[src/rtl/acc_sched.sv]
// Round-robin scheduler sharing one matrix-multiply unit among NUM_REQ requesters.
// Grants one requester, starts the unit, waits for a done edge or timeout, then acks.
//
// state | meaning
// IDLE  | no operation; arbitrate among pending requests
// START | grant held, mm_start pulsed, timeout counter cleared
// WAIT  | waiting for a rising edge on mm_done or timeout
// RESP  | ack (and err on timeout) pulsed to the granted requester
module acc_sched #(
    parameter int NUM_REQ = 2,
    parameter int TIMEOUT = 1024,
    parameter int CNT_W   = 16
) (
    input  logic                       clk,
    input  logic                       rst_n,
    input  logic [NUM_REQ-1:0]         req,
    output logic [NUM_REQ-1:0]         gnt,
    output logic [$clog2(NUM_REQ)-1:0] gnt_idx,
    output logic [NUM_REQ-1:0]         ack,
    output logic [NUM_REQ-1:0]         err,
    output logic                       mm_start,
    input  logic                       mm_done,
    output logic                       busy,
    output logic [CNT_W-1:0]           op_cnt
);

    localparam int IDX_W = $clog2(NUM_REQ);
    localparam int TMR_W = $clog2(TIMEOUT);

    typedef enum logic [1:0] {
        IDLE  = 2'd0,
        START = 2'd1,
        WAIT  = 2'd2,
        RESP  = 2'd3
    } state_t;

    state_t             state, state_nxt;
    logic [TMR_W-1:0]   tmr, tmr_nxt;
    logic [IDX_W-1:0]   last_winner, last_nxt;
    logic [IDX_W-1:0]   idx_nxt, win, cand;
    logic [NUM_REQ-1:0] gnt_nxt, ack_nxt, err_nxt;
    logic [CNT_W-1:0]   op_cnt_nxt;
    logic               start_nxt, busy_nxt, done_q, done_edge, found;

    assign done_edge = mm_done & ~done_q;

    always_ff @(posedge clk or negedge rst_n) begin
        if (!rst_n) begin
            state       <= IDLE;
            gnt         <= '0;
            gnt_idx     <= '0;
            ack         <= '0;
            err         <= '0;
            mm_start    <= 1'b0;
            busy        <= 1'b0;
            op_cnt      <= '0;
            tmr         <= '0;
            done_q      <= 1'b0;
            last_winner <= IDX_W'(NUM_REQ - 1);
        end else begin
            state       <= state_nxt;
            gnt         <= gnt_nxt;
            gnt_idx     <= idx_nxt;
            ack         <= ack_nxt;
            err         <= err_nxt;
            mm_start    <= start_nxt;
            busy        <= busy_nxt;
            op_cnt      <= op_cnt_nxt;
            tmr         <= tmr_nxt;
            done_q      <= mm_done;
            last_winner <= last_nxt;
        end
    end

    always_comb begin
        state_nxt  = state;
        gnt_nxt    = gnt;
        idx_nxt    = gnt_idx;
        ack_nxt    = '0;
        err_nxt    = '0;
        start_nxt  = 1'b0;
        tmr_nxt    = tmr;
        last_nxt   = last_winner;
        op_cnt_nxt = op_cnt;
        found      = 1'b0;
        win        = '0;
        cand       = '0;

        case (state)
            IDLE: begin
                // Search begins one past the previous winner so every requester gets a turn.
                for (int i = 1; i <= NUM_REQ; i++) begin
                    cand = IDX_W'((int'(last_winner) + i) % NUM_REQ);
                    if (!found && req[cand]) begin
                        found = 1'b1;
                        win   = cand;
                    end
                end
                if (found) begin
                    state_nxt = START;
                    gnt_nxt   = NUM_REQ'(1) << win;
                    idx_nxt   = win;
                    start_nxt = 1'b1;
                end
            end
            START: begin
                state_nxt = WAIT;
                tmr_nxt   = '0;
            end
            WAIT: begin
                // A done edge wins over a coincident timeout.
                if (done_edge) begin
                    state_nxt  = RESP;
                    ack_nxt    = gnt;
                    op_cnt_nxt = op_cnt + CNT_W'(1);
                end else if (tmr == TMR_W'(TIMEOUT - 1)) begin
                    state_nxt = RESP;
                    ack_nxt   = gnt;
                    err_nxt   = gnt;
                end else begin
                    tmr_nxt = tmr + TMR_W'(1);
                end
            end
            RESP: begin
                state_nxt = IDLE;
                gnt_nxt   = '0;
                idx_nxt   = '0;
                last_nxt  = gnt_idx;
            end
            default: state_nxt = IDLE;
        endcase

        busy_nxt = (state_nxt != IDLE);
    end

endmodule
[config.mk]
export PLATFORM = sky130hd
export DESIGN_NAME = acc_sched
export DESIGN_NICKNAME = d
export VERILOG_FILES = /design/src/rtl/acc_sched.sv
export SDC_FILE = /design/constraint.sdc
export NUM_CORES = 1
export LEC_CHECK = 0
export ABC_AREA = 1
export ABC_CLOCK_PERIOD_IN_PS = 4550
export BUFFER_PORTS_ARGS = -buffer_cell sky130_fd_sc_hd__buf_4
export CORE_MARGIN = 2
export CORE_UTILIZATION = 60
export CTS_CLUSTER_SIZE = 24
export DETAILED_ROUTE_END_ITERATION = 12
export GPL_TIMING_DRIVEN = 0
export PLACE_DENSITY = 0.83
export SETUP_SLACK_MARGIN = 0.5
export SLEW_MARGIN = 20
export SYNTH_ARGS = -nofsm -noshare
export SYNTH_HDL_FRONTEND = slang
export SYNTH_SLANG_ARGS = --single-unit
[constraint.sdc]
create_clock -name clk -period 4.55 [get_ports clk]
set_clock_uncertainty 0.1 [all_clocks]
set_input_delay 0.2275 -clock clk [delete_from_list [all_inputs] [get_ports clk]]
set_output_delay 0.2275 -clock clk [all_outputs]
set_load 0.05 [all_outputs]
==> qor.csv <==
stage;metric;value;unit
power_and_ir_drop;switch share;44.2;%
worst_hold_path;Hold Path Origin;req[1];
cts;TritonCTS Buffers;5;
power_and_ir_drop;Total Power;1.16;mW
drt;Iteration-0 DRC Markers;120;
timing;final setup fails;0;
floorplanning;height of the die;62.5;um
worst_hold_path;hold path cells;3;
global_route;total track usage;22.4;%
worst_hold_path;worst hold path type;in2reg;
drt;drc violations;0;
layout;Antenna Cells;0;
power_and_ir_drop;clock group share of total power;15.9;%
drt;vias per cell;5.09;
floorplanning;Initial Util;62.0;%
layout;# nets final;284;
worst_setup_path;Worst Path Arrival;2.01;ns
timing;Tightest Pin Transition;0.472;ns
worst_setup_path;r2r endpoint;op_cnt[14];
timing;Min Clock Period, post-route;1.85;ns
worst_hold_path;Hold Crit Endpoint;gnt[1];
yosys;Mapped Cells;235;
floorplanning;Rows;21;
floorplanning;Die X-Extent;62.5;um
timing;fin crit share;40.7;%
cts;Clock Tree Root;clkbuf_4;
drt;routed wire length;3830;um
worst_setup_path;R2R Setup Slk;2.70;ns
worst_setup_path;Worst Setup Start Kind;register;
placed_design;# port buffers;29;
global_route;antenna violations before repair;0;
drt;Final ANT Viol Nets;0;
power_and_ir_drop;Leakage;1.25;nW
global_route;GR met2 Demand/Resource;36.0;%
power_and_ir_drop;power density cells;482;mW/mm^2
power_and_ir_drop;Reg power frac;40.0;%
floorplanning;die area;0.00390;mm^2
yosys;flops & latches, synth;38;
floorplanning;Ports;30;
timing;Max Freq;540;MHz
worst_setup_path;Slowest-stage cell, CP;dfrtp_1;
worst_setup_path;Crit. End Element;register;
cts;TritonCTS Sinks;38;
yosys;register area share after synthesis;46.4;%
worst_setup_path;worst-path maximum fanout;5;
layout;multi-input combinational cell area;972;um^2
timing;final hold viol count;0;
worst_setup_path;critical path type;reg2reg;
timing;Rel. slew slack;68.5;%
run;maxcap violations;0;
yosys;Syn Area/Cell;8.73;um^2
layout;synthesis-to-finish area growth;17.3;%
global_route;GR Util met1;28.9;%
outcome;status;finished, final reports clean;
cts;Reg clk slew, reported paths;0.11;ns
timing;RSZ-0062 raised after global routing;false;
placed_design;hpwl dp;2910;um
layout;number of fill cells;266;
cts;CTS tree;done;
power_and_ir_drop;worst-case vdd ir drop;0.355;mV
drt;drt wl/cell;12.0;um
yosys;Syn Nets;246;
global_route;global route total overflow;0;
yosys;Synth warnings;0;
drt;routed vias;1629;
floorplanning;core area;0.00331;mm^2
worst_setup_path;crit-path max cell delay;0.41;ns
drt;TritonRoute pass-1 iters;4;
worst_setup_path;CP Cell Sequence;inv_1, ha_1, inv_1, nor2_4, nand2_4, nor3_4, nand2_1, nand2_1, nand2_1;
timing;final setup TNS;0;ns
power_and_ir_drop;Combinational Power Share;44.1;%
layout;share of layout cells above drive strength 1;23.4;%
global_route;largest net degree at the start of global routing;39;
worst_setup_path;WP data required;4.71;ns
worst_setup_path;Crit path top cell by count;nand2_1;
global_route;first-pass GRT wire length;6890;um
power_and_ir_drop;Internal;0.647;mW
timing;Final Max Tran Viols;0;
global_route;GRT busiest layer;met2;
cts;worst-case clock buffer depth;2;
power_and_ir_drop;switching power;0.513;mW
worst_setup_path;Worst Reg-to-Reg Cells;9;
yosys;Post-Syn Area;0.00205;mm^2
global_route;grt met3 use;5.95;%
yosys;synth unique cells;34;
layout;FF/Latch Area;952;um^2
global_route;vias in the first global route;1582;
worst_setup_path;Critical R2R Launch;state[0];
placed_design;RePlAce Congestion;0.889;
cts;clk_lat worst skew;0.35;ns
cts;H-tree Lvls;2;
==> registers in the layout, indices dropped and copies added, names as in the netlist <==
name	count
last_winner	1
op_cnt	16
busy	1
gnt	2
err	2
mm_start	1
ack	2
state	2
tmr	10
done_q	1
==> cell usage in the layout, fill, tap and decap left out, types with 4 or more instances in the layout <==
| cell type | n |
|---|---|
| xor2_1 | 8 |
| ha_1 | 6 |
| clkbuf_4 | 5 |
| o21ai_0 | 4 |
| nand3b_1 | 4 |
| o21ai_1 | 5 |
| nand2_1 | 65 |
| nand3_1 | 19 |
| inv_1 | 24 |
| nor3_1 | 5 |
| nand4_1 | 4 |
| nand2_2 | 4 |
| o21ai_2 | 4 |
| buf_4 | 30 |
| dfrtp_1 | 37 |
| nor2_1 | 17 |
==> layer usage <==
metal / part of all wire [%] / wire length, um / vias up
li1: - / - / 827
met1: 45 / 1710 / 774
met2: 51 / 1940 / 21
met3: 3.3 / 125 / 7
met4: 1.5 / 56 / 0
met5: 0 / 0 / -
==> power groups by stage <==
stage	Clock, mW	Combinational [mW]	Sequential, mW
2_1_floorplan	0	0.269	0.578
3_3_place_gp	0	0.503	0.467
3_5_place_dp	0	0.514	0.470
4_1_cts	0.192	0.518	0.463
5_1_grt	0.207	0.560	0.474
6_report	0.184	0.512	0.464
==> logic make-up after synthesis <==
kind of cell / share of synthesized area [%]
AOI/OAI and AO/OA: 5.24
xor gates and xnor gates: 4.70
DFF: 46.4
and+or+nand+nor: 33.8
adders and majority gates: 3.66
buffers and inverters: 6.22
==> per-stage QoR <==
step	area, um^2	util [%]	hold slack (ns)	setup WS [ns]	std cells
4_1_cts	2410	72.7	0.0259	2.68	320
3_3_place_gp	2330	70.3	0.117	2.76	310
6_report	2410	72.7	0.0396	2.70	320
2_1_floorplan	2050	-	-0.168	2.84	235
3_5_place_dp	2330	70.3	0.119	2.69	310
5_1_grt	2410	72.7	0.0520	2.54	320
==> critical path: cells and delay by family (launching register included) <==
family	cells	cell delay (ns)
adders and majority gates	1	0.29
buffers and inverters	2	0.23
DFF	1	0.41
and+or+nand+nor	6	0.73
==> synth_stat cells, drive strengths merged <==
cell type | number | area (um^2)
a21oi | 1 | 5.00
and2 | 1 | 6.26
buf | 3 | 33.8
dfrtp | 37 | 926
dfstp | 1 | 26.3
ha | 6 | 75.1
inv | 25 | 93.8
nand2 | 71 | 292
nand3 | 20 | 113
nand3b | 4 | 30.0
nand4 | 5 | 46.3
nor2 | 24 | 136
nor3 | 7 | 51.3
o211ai | 1 | 7.51
o21ai | 13 | 80.1
o21bai | 2 | 15.0
or2 | 3 | 18.8
xnor2 | 3 | 26.3
xor2 | 8 | 70.1
==> final cells by class <==
class,count,share of cell area (%)
clock buffer,7,2.29
clock inverter,1,0.208
buffer,3,1.40
tap,46,2.39
sequential,38,39.6
multi-input combinational,169,40.4
timing repair buffer,31,9.88
inverter,25,3.90
==> repair_timing <==
item                      in CTS  in global routing
hold endpoints to repair      38                  0
resized for setup              0                  0
hold buffers                   2                  0
setup buffers                  0                  0
==> how the worst max path moves through the flow <==
| stage | startpoint | to | slack (ns) | depth (start not counted) |
|---|---|---|---|---|
| finish | state[0] | op_cnt[14] | 2.70 | 9 |
| global placement | state[0] | op_cnt[12] | 2.76 | 9 |
| CTS | state[0] | op_cnt[14] | 2.68 | 9 |
| detailed placement | state[0] | op_cnt[14] | 2.69 | 9 |
| global route | state[0] | op_cnt[12] | 2.54 | 9 |
| floorplan | op_cnt[5] | op_cnt[12] | 2.84 | 7 |
Note: power is estimated with default switching activity, not from simulation.
